[config.mk]
export PLATFORM = sky130hd
export DESIGN_NAME = matmul_sequencer
export DESIGN_NICKNAME = d
export VERILOG_FILES = /design/src/rtl/matmul_sequencer.sv
export SDC_FILE = /design/constraint.sdc
export NUM_CORES = 1
export LEC_CHECK = 0
export ABC_AREA = 1
export CAP_MARGIN = 15
export CORE_ASPECT_RATIO = 1.1
export CORE_MARGIN = 8
export CORE_UTILIZATION = 40
export DETAILED_ROUTE_END_ITERATION = 10
export HOLD_SLACK_MARGIN = 0.02
export PLACE_DENSITY = 0.67
export SYNTH_ARGS = -nofsm -noshare
export SYNTH_HDL_FRONTEND = slang
export SYNTH_SLANG_ARGS = --single-unit
[constraint.sdc]
create_clock -name clk -period 4.5 [get_ports clk]
set_input_delay 1.125 -clock clk [delete_from_list [all_inputs] [get_ports clk]]
set_output_delay 1.125 -clock clk [all_outputs]
set_load 0.1 [all_outputs]
[src/rtl/matmul_sequencer.sv]
// matmul_sequencer: walks i/j/k for an N x N matrix multiply on one shared MAC unit,
// issuing operand reads, MAC clear/enable and C write-backs. Build macro MATMUL_SEQ_CYCCNT_EN adds cyc_cnt.
`timescale 1ns/1ps
module matmul_sequencer #(
    parameter int N      = 3,
    parameter int AW     = 4,
    parameter int RD_LAT = 1
) (
    input  logic          clk,
    input  logic          rst,
    input  logic          start,
    input  logic          hold,
    output logic          busy,
    output logic          done,
    output logic          rd_en,
    output logic [AW-1:0] a_addr,
    output logic [AW-1:0] b_addr,
    output logic          mac_en,
    output logic          mac_clr,
    output logic          c_wr,
    output logic [AW-1:0] c_addr
`ifdef MATMUL_SEQ_CYCCNT_EN
    ,
    output logic [15:0]   cyc_cnt
`endif
);

    localparam int            IW       = (N > 1) ? $clog2(N) : 1;
    localparam logic [IW-1:0] LAST_IDX = IW'(N - 1);
    localparam logic [AW-1:0] N_A      = AW'(N);

    typedef enum logic [1:0] {
        IDLE,
        ISSUE,
        DRAIN,
        DONE
    } state_t;

    typedef struct packed {
        logic          valid;
        logic          first;
        logic          last;
        logic [AW-1:0] caddr;
    } tag_t;

    state_t        state_reg;
    logic [IW-1:0] i_reg;
    logic [IW-1:0] j_reg;
    logic [IW-1:0] k_reg;
    logic          busy_reg;
    logic          done_reg;

    tag_t          pipe_reg [RD_LAT];
    tag_t          tag_next;
    logic [RD_LAT-1:0] stage_valid;

    logic          c_wr_reg;
    logic [AW-1:0] c_addr_reg;

    logic          issue;
    logic          k_wrap;
    logic          j_wrap;
    logic          i_wrap;
    logic          last_issue;
    logic          pipe_busy;
    logic [AW-1:0] c_idx;

    // hold must gate the strobe in the same cycle, so the issue decision is a decode
    assign issue      = (state_reg == ISSUE) && !hold;
    assign k_wrap     = (k_reg == LAST_IDX);
    assign j_wrap     = (j_reg == LAST_IDX);
    assign i_wrap     = (i_reg == LAST_IDX);
    assign last_issue = i_wrap && j_wrap && k_wrap;

    assign a_addr = AW'(i_reg) * N_A + AW'(k_reg);
    assign b_addr = AW'(k_reg) * N_A + AW'(j_reg);
    assign c_idx  = AW'(i_reg) * N_A + AW'(j_reg);

    always_comb begin
        tag_next = '0;
        if (issue) begin
            tag_next.valid = 1'b1;
            tag_next.first = (k_reg == '0);
            tag_next.last  = k_wrap;
            tag_next.caddr = c_idx;
        end
    end

    always_ff @(posedge clk or posedge rst) begin
        if (rst) begin
            state_reg <= IDLE;
            i_reg     <= '0;
            j_reg     <= '0;
            k_reg     <= '0;
            busy_reg  <= 1'b0;
            done_reg  <= 1'b0;
        end else begin
            done_reg <= 1'b0;
            case (state_reg)
                IDLE: begin
                    if (start) begin
                        state_reg <= ISSUE;
                        i_reg     <= '0;
                        j_reg     <= '0;
                        k_reg     <= '0;
                        busy_reg  <= 1'b1;
                    end
                end
                ISSUE: begin
                    if (!hold) begin
                        k_reg <= k_wrap ? '0 : k_reg + IW'(1);
                        if (k_wrap) begin
                            j_reg <= j_wrap ? '0 : j_reg + IW'(1);
                            if (j_wrap) begin
                                i_reg <= i_wrap ? '0 : i_reg + IW'(1);
                            end
                        end
                        if (last_issue) begin
                            state_reg <= DRAIN;
                        end
                    end
                end
                DRAIN: begin
                    // the final write is registered on this same edge, so only the read pipeline matters
                    if (!pipe_busy) begin
                        state_reg <= DONE;
                        busy_reg  <= 1'b0;
                        done_reg  <= 1'b1;
                    end
                end
                DONE: begin
                    state_reg <= IDLE;
                end
                default: begin
                    state_reg <= IDLE;
                end
            endcase
        end
    end

    // tags travel alongside the operand reads so the MAC stage knows clear/last/address
    always_ff @(posedge clk or posedge rst) begin
        if (rst) begin
            for (int st = 0; st < RD_LAT; st++) begin
                pipe_reg[st] <= '0;
            end
            c_wr_reg   <= 1'b0;
            c_addr_reg <= '0;
        end else begin
            pipe_reg[0] <= tag_next;
            for (int st = 1; st < RD_LAT; st++) begin
                pipe_reg[st] <= pipe_reg[st-1];
            end
            c_wr_reg <= pipe_reg[RD_LAT-1].valid && pipe_reg[RD_LAT-1].last;
            if (pipe_reg[RD_LAT-1].valid && pipe_reg[RD_LAT-1].last) begin
                c_addr_reg <= pipe_reg[RD_LAT-1].caddr;
            end
        end
    end

    for (genvar gi = 0; gi < RD_LAT; gi++) begin : g_stage_valid
        assign stage_valid[gi] = pipe_reg[gi].valid;
    end

    assign pipe_busy = |stage_valid;

    assign busy    = busy_reg;
    assign done    = done_reg;
    assign rd_en   = issue;
    assign mac_en  = pipe_reg[RD_LAT-1].valid;
    assign mac_clr = pipe_reg[RD_LAT-1].valid && pipe_reg[RD_LAT-1].first;
    assign c_wr    = c_wr_reg;
    assign c_addr  = c_addr_reg;

`ifdef MATMUL_SEQ_CYCCNT_EN
    logic [15:0] cyc_cnt_reg;

    // counts every cycle spent outside IDLE, so after done it equals the start-to-done latency
    always_ff @(posedge clk or posedge rst) begin
        if (rst) begin
            cyc_cnt_reg <= '0;
        end else if (state_reg == IDLE) begin
            if (start) begin
                cyc_cnt_reg <= '0;
            end
        end else if (cyc_cnt_reg != 16'hFFFF) begin
            cyc_cnt_reg <= cyc_cnt_reg + 16'd1;
        end
    end

    assign cyc_cnt = cyc_cnt_reg;
`endif

endmodule

* Word-level counts from Yosys, hierarchy flattened
Cells that the tools add are included.
** Storage, ports and cells
- Output and inout port bits :: 18
- Bits in registers :: 22
** Operators by class
- Muxes and demuxes :: 24
- Equality and inequality tests :: 12
- $mul :: 2
- Reductions and logical operators :: 15
- $add $sub $neg :: 6
** Operator list (number)
- two-way mux 2 bit :: 14
- adder 4 x 2 -> 4 bit :: 3
- inequality test 2 bit (second input constant) :: 6
- case mux 2 bit (2 select lines) :: 3
- == test 2 bit (second input constant) :: 5
- multiplier 2 x 2 -> 4 bit (second input constant) :: 2
- case mux 2 bit (4 select lines) :: 1
- AND reduction 4 bit :: 2
- two-way mux 7 bit :: 1
- adder 2 x 1 -> 2 bit (second input constant) :: 3
- AND reduction 3 bit :: 2
- logical AND 1 bit :: 5
- AND reduction 5 bit :: 1
- logical NOT 2 bit :: 2
- two-way mux 1 bit :: 4
- nonzero test 2 bit :: 2
- == test 2 x 1 -> 1 bit (second input constant) :: 1
- case mux 1 bit (2 select lines) :: 1
- logical NOT 1 bit :: 1

* Logic depth before layout (Yosys ltp)
Gate-level depths: netlist of run 1.
- Depth in word-level cells :: 6
- Mapped depth :: 10
- Mapped depth without buffers :: 9

* Worst setup path after synthesis of run 1
OpenSTA, ideal clock, no wires.
- Kind :: reg2out
- Start :: reg i_reg[0]
- End :: out a_addr[3]
- Required time :: 3375 ps
- Data arrival time :: 2725 ps
- Slack :: 650 ps
- Stages on the path, launching flop included :: 7
- Cells stage by stage :: dfrtp_1 inv_1 ha_1 ha_1 a21oi_1 nor2_1 xor2_1
** On the way
- Cells in the longest elaborated chain, start to end :: 2
** Ends and longest elaborated chain
- start: declaration :: RTL line 47 : logic [IW-1:0] i_reg;
- start signal: assignment :: RTL line 115 : i_reg <= i_wrap ? '0 : i_reg + IW'(1);
- multiplier 2 x 2 -> 4 bit :: RTL line 75 : assign a_addr = AW'(i_reg) * N_A + AW'(k_reg);
- adder 4 x 2 -> 4 bit :: RTL line 75
- end: declaration :: RTL line 16 : output logic [AW-1:0] a_addr,
Every way passes these cells.

* Worst setup path after layout of run 1
- Start :: reg k_reg[1]
- End :: out b_addr[2]
** On the way
- Cells in the longest elaborated chain, start to end :: 2
** Ends and longest elaborated chain
- start: declaration :: RTL line 49 : logic [IW-1:0] k_reg;
- start signal: assignment :: RTL line 111 : k_reg <= k_wrap ? '0 : k_reg + IW'(1);
- multiplier 2 x 2 -> 4 bit :: RTL line 76 : assign b_addr = AW'(k_reg) * N_A + AW'(j_reg);
- adder 4 x 2 -> 4 bit :: RTL line 76
- end: declaration :: RTL line 17 : output logic [AW-1:0] b_addr,
Every way passes these cells.

==> results of run 1 <==
## logic make-up after synthesis
kind of cell,after synthesis
adders and majority gates,21
xor gates and xnor gates,2
buffers and inverters,30
and+or+nand+nor,66
AOI/OAI and AO/OA,10
DFF,22
## synthesized netlist by cell type (all sizes together)
master	count	share of area, %
nand2	44	14
inv	29	8.3
dfrtp	22	41
ha	17	16
nor2	13	5.6
nand3	9	3.3
o21ai	7	2.6
fa	4	5.9
a21oi	3	1.1
xor2	2	1.3
buf	1	0.84
## layer usage
metal	routed length (µm)	track usage [%]
met1	1049	10.82
met2	1231	16.19
met3	166	3.121
met4	44	5.000
met5	0	0
## how the worst max path moves through the flow
stage               startpoint  slack, ns         to
finish                k_reg[1]       0.93  b_addr[2]
global route          k_reg[1]       0.81  b_addr[2]
CTS                   k_reg[1]       0.89  b_addr[2]
detailed placement        hold       1.23      rd_en
global placement          hold       1.24      rd_en
floorplan             i_reg[0]       0.65  a_addr[3]
## tightest hold or removal path: cells and delay by family (launching register included)
| family | cells | cell delay [ns] |
|---|---|---|
| and+or+nand+nor | 2 | 0.09 |
| DFF | 1 | 0.35 |
## layout make-up
cell class	count	area [µm²]	share of cell area, %
Sequential cell	22	550.5	33.87
Multi-Input combinational cell	99	673.1	41.42
Tap cell	36	45.04	2.771
Inverter	29	111.4	6.851
Clock buffer	3	22.52	1.386
Clock inverter	1	30.03	1.848
Timing Repair Buffer	21	192.7	11.86
## per-stage QoR
stage                     cell area [µm²]  std cells
final                                1625        211
after CTS                            1625        211
after detailed placement             1573        207
after floorplan                      1346        151
after global placement               1573        207
after global routing                 1625        211
==> impl_metrics.ini, run 1 <==
[route]
wl_per_cell_um = 11.81
drt-initial-drc-count = 32
via_per_inst = 4.626
vias = 976
drcViolationCount = 0
drt-pass1-iter-count = 4
ant_nets = 0
wl_um = 2492

[yosys]
syn_inst = 151
synth_compound_area_share_pct = 3.717
netlist_area_mm2 = 0.001346
synth_top_family_by_area = simple AND/OR/NAND/NOR gates
syn-num-nets = 176
ys_seq_elements = 22
ys_warn_count = 0
muxShareOfSynthArea_pct = 0
syn_area_per_cell_um2 = 8.916
ys_seq_area_share_pct = 40.89
synth-xor-area-share_pct = 1.301
synthAdderAreaFrac_pct = 21.75
synth-simple-area-share_pct = 23.23
yosysUniqueCellTypes = 19

[run_status]
outcome = complete, no violations

[placed_design]
gp_congestion = 0.8551
dp_hpwl_um = 2025
post-place-ws_ns = 1.230
port_buffers = 21

[critical_path]
cp_num_cells = 6
reg2reg_to = pipe_reg[2]
rr_worst_depth = 6
path_buf_inv = 3
crit_path_end_kind = output pin
path_cells = inv_1 -> fa_1 -> inv_1 -> ha_1 -> fa_1 -> buf_4
ff2ff_setup_slack_ns = 2.66
worst_setup_path_start_kind = flip-flop
crit_fanout = 5
cp.required_ns = 3.38
criticalPathCategory = reg -> out
critPathMaxStageDelay_ns = 0.50
critPathTopFamily = adder cells
crit_arrival_ns = 2.44
reg2reg_from = i_reg[0]
slowest_stage = fa_1

[clock_network]
htreeDepth = 1
clockBufferDepth = 2
clkLatencyLatePin_ns = 0.31
post_cts_buffers = 0
ctsHoldBuffers = 0
path_clk_slew_ns = 0.13
root_buffer = clkbuf_4
cts_buffers = 3
ctsResizeCount = 0
cts.sinks = 22
cts_tree = yes

[flow_run]
drv_cap = 0

[cells_and_area]
largest_register_ff_count = 6
fillers = 305
final_cell_mix = 39 x nand2_1, 27 x inv_1, 22 x dfrtp_1, 17 x ha_1, 14 x clkdlybuf4s50_1
nNetsFinal = 201
syn_to_final_growth_pct = 20.73
antenna_cells = 0
fin_util_pct = 49.62
drive_above_1_share_pct = 12.00
layout_commonest_cell = nand2_1

[timing]
drv_slew = 0
setup-tns-final_ns = 0
fin_skew_ns = 0.01050
min_period_over_period_pct = 79.31
fmax_ghz = 0.2802
hold_viol_final = 0
tightest_slew_ns = 0.9694
period_needed_ns = 3.569
setup_violations = 0
rsz0062_at_grt = no
timing.hold.ws_ns = 0.4593
setup_slack_ns = 0.9309
relSlewSlack_pct = 35.17

[grt]
antenna_found_initial = 0
grt_pass1_wl_um = 4291
grt_max_degree = 23
grt.total_usage_pct = 9.761
grt_pass1_vias = 971
grt-ovfl-total = 0

[floorplanning]
ios = 22
die_width_um = 71.32
initial_utilization_pct = 41.10
fp.dieArea_mm2 = 0.005480
core_area_mm2 = 0.003276
die_height_um = 76.85
row_count = 22

[hold_path]
hold_path.class = reg -> reg
min_from = pipe_reg[1]
min_to = c_addr[1]
hold_depth = 2
Power of run 1 is not shown: default switching activity piles up to over one toggle a cycle in this logic, so the estimate is an artifact.
==> run 2: changes to the inputs <==
--- a/config.mk
+++ b/config.mk
@@ -12,7 +12,7 @@
 export CORE_UTILIZATION = 40
 export DETAILED_ROUTE_END_ITERATION = 10
 export HOLD_SLACK_MARGIN = 0.02
-export PLACE_DENSITY = 0.67
+export PLACE_DENSITY = 0.69
 export SYNTH_ARGS = -nofsm -noshare
 export SYNTH_HDL_FRONTEND = slang
 export SYNTH_SLANG_ARGS = --single-unit
==> constraint.sdc (replaced) <==
create_clock -name clk -period 3 [get_ports clk]
set_input_delay 0.75 -clock clk [delete_from_list [all_inputs] [get_ports clk]]
set_output_delay 0.75 -clock clk [all_outputs]
set_load 0.1 [all_outputs]
==> impl_metrics.ini, run 2 (synthesis results as in run 1) <==
[placed_design]
port_buffers = 21
placed_cell_area_mm2 = 0.001658
gp_congestion = 0.8369
dp_hpwl_um = 2007
dp.cells = 208
post-place-ws_ns = 0.2349

[cells_and_area]
fin_util_pct = 53.48
largest_register_ff_count = 6
final_cell_area_mm2 = 0.001752
antenna_cells = 0
instances_no_fill = 217
drive_above_1_share_pct = 24.86
layout_commonest_cell = nand2_1
fillers = 306
nNetsFinal = 207
syn_to_final_growth_pct = 30.11
final_cell_mix = 39 x nand2_1, 25 x inv_1, 21 x dfrtp_1, 17 x buf_4, 16 x ha_1

[clock_network]
clkLatencyLatePin_ns = 0.30
path_clk_slew_ns = 0.13
root_buffer = clkbuf_4
htreeDepth = 1
cts.sinks = 22
ctsHoldBuffers = 0
cts_tree = yes
cts_buffers = 3
clockBufferDepth = 2

[grt]
grt_pass1_vias = 1003
grt-ovfl-total = 0
grt_pass1_wl_um = 4464
grt.total_usage_pct = 9.812
antenna_found_initial = 0
grt_max_degree = 23

[critical_path]
reg2reg_to = pipe_reg[2]
crit_start = k_reg[0]
reg2reg_from = i_reg[0]
criticalPathCategory = reg -> out
ff2ff_setup_slack_ns = 1.27
critPathMaxStageDelay_ns = 0.55
crit_arrival_ns = 2.23
worst_setup_path_start_kind = flip-flop
cp.required_ns = 2.25
path_cells = inv_2 -> fa_1 -> inv_1 -> ha_2 -> fa_2 -> buf_12
path_buf_inv = 3
critPathTopFamily = adder cells
crit_path_end_kind = output pin
crit_fanout = 2
rr_worst_depth = 6
slowest_stage = fa_2

[route]
wl_per_cell_um = 11.50
via_per_inst = 4.530
ant_nets = 0
wl_um = 2495
vias = 983
drt-initial-drc-count = 44
drt-pass1-iter-count = 4
drcViolationCount = 0

[timing]
fin_skew_ns = 0.002238
fmax_ghz = 0.3356
setup_slack_ns = 0.02010
period_needed_ns = 2.980
hold_viol_final = 0
rsz0062_at_grt = yes
relSlewSlack_pct = 44.91
setup_violations = 0
tightest_slew_ns = 0.8254
drv_slew = 0
min_period_over_period_pct = 99.33

[hold_path]
min_from = pipe_reg[1]
hold_path.class = reg -> reg
hold_depth = 2
min_to = c_addr[1]

[floorplanning]
ios = 22
die_width_um = 71.32
fp.dieArea_mm2 = 0.005480
initial_utilization_pct = 41.10
core_area_mm2 = 0.003276
die_height_um = 76.85
row_count = 22

[flow_run]
drv_cap = 0

[run_status]
outcome = complete, no violations
-- run 2: cell types whose count changed in the layout (fill, tap and decap cells not counted), sizes merged --
cell           delta
buf              +17
clkdlybuf4s50    -11
-- run 2: worst max-delay path by stage --
stage,end,slack [ns],depth (start not counted)
2_1_floorplan,a_addr[3],0.02,6
3_3_place_gp,b_addr[2],0.27,6
3_5_place_dp,b_addr[2],0.23,6
4_1_cts,b_addr[2],-0.01,6
5_1_grt,b_addr[2],-0.08,6
6_report,b_addr[2],0.02,6
-- run 2: what timing repair did --
action,in CTS,in global routing
pin swaps,3,1
buffers inserted,4,1
setup endpoints to repair,1,2
gates resized for setup,3,1
-- run 2: worst reg2reg max path: stages (launching register included) --
cell and delay (ns):
dfrtp_2 0.45, inv_1 0.10, ha_1 0.37, inv_1 0.09
fa_1 0.43, o21ai_0 0.16, a21oi_1 0.05
-- run 2: metrics by stage --
step / TNS (ns) / hold slack, ns
after detailed placement: 0 / 0.4274
after floorplan: 0 / 0.4183
after global placement: 0 / 0.4255
after global routing: -0.08028 / 0.4767
after CTS: -0.01035 / 0.4579
final: 0 / 0.4552
-- run 2: per-layer routing --
metal | part of all wire, % | GRT usage [%] | wire, µm
met1 | 44 | 11.35 | 1108
met4 | 1.9 | 4.792 | 48
met3 | 6.2 | 3.381 | 155
met5 | 0 | 0 | 0
met2 | 47 | 15.64 | 1183
-- run 2: cell type report --
| class | count | area, µm² | share of cell area, % |
|---|---|---|---|
| clock inverter | 1 | 30.03 | 1.714 |
| timing repair buffer | 27 | 297.8 | 17.00 |
| clock buffer | 3 | 22.52 | 1.286 |
| tap | 36 | 45.04 | 2.571 |
| inverter | 29 | 111.4 | 6.357 |
| multi-input combinational | 99 | 693.2 | 39.57 |
| sequential | 22 | 551.8 | 31.50 |
Power of run 2 is left out for the same reason.
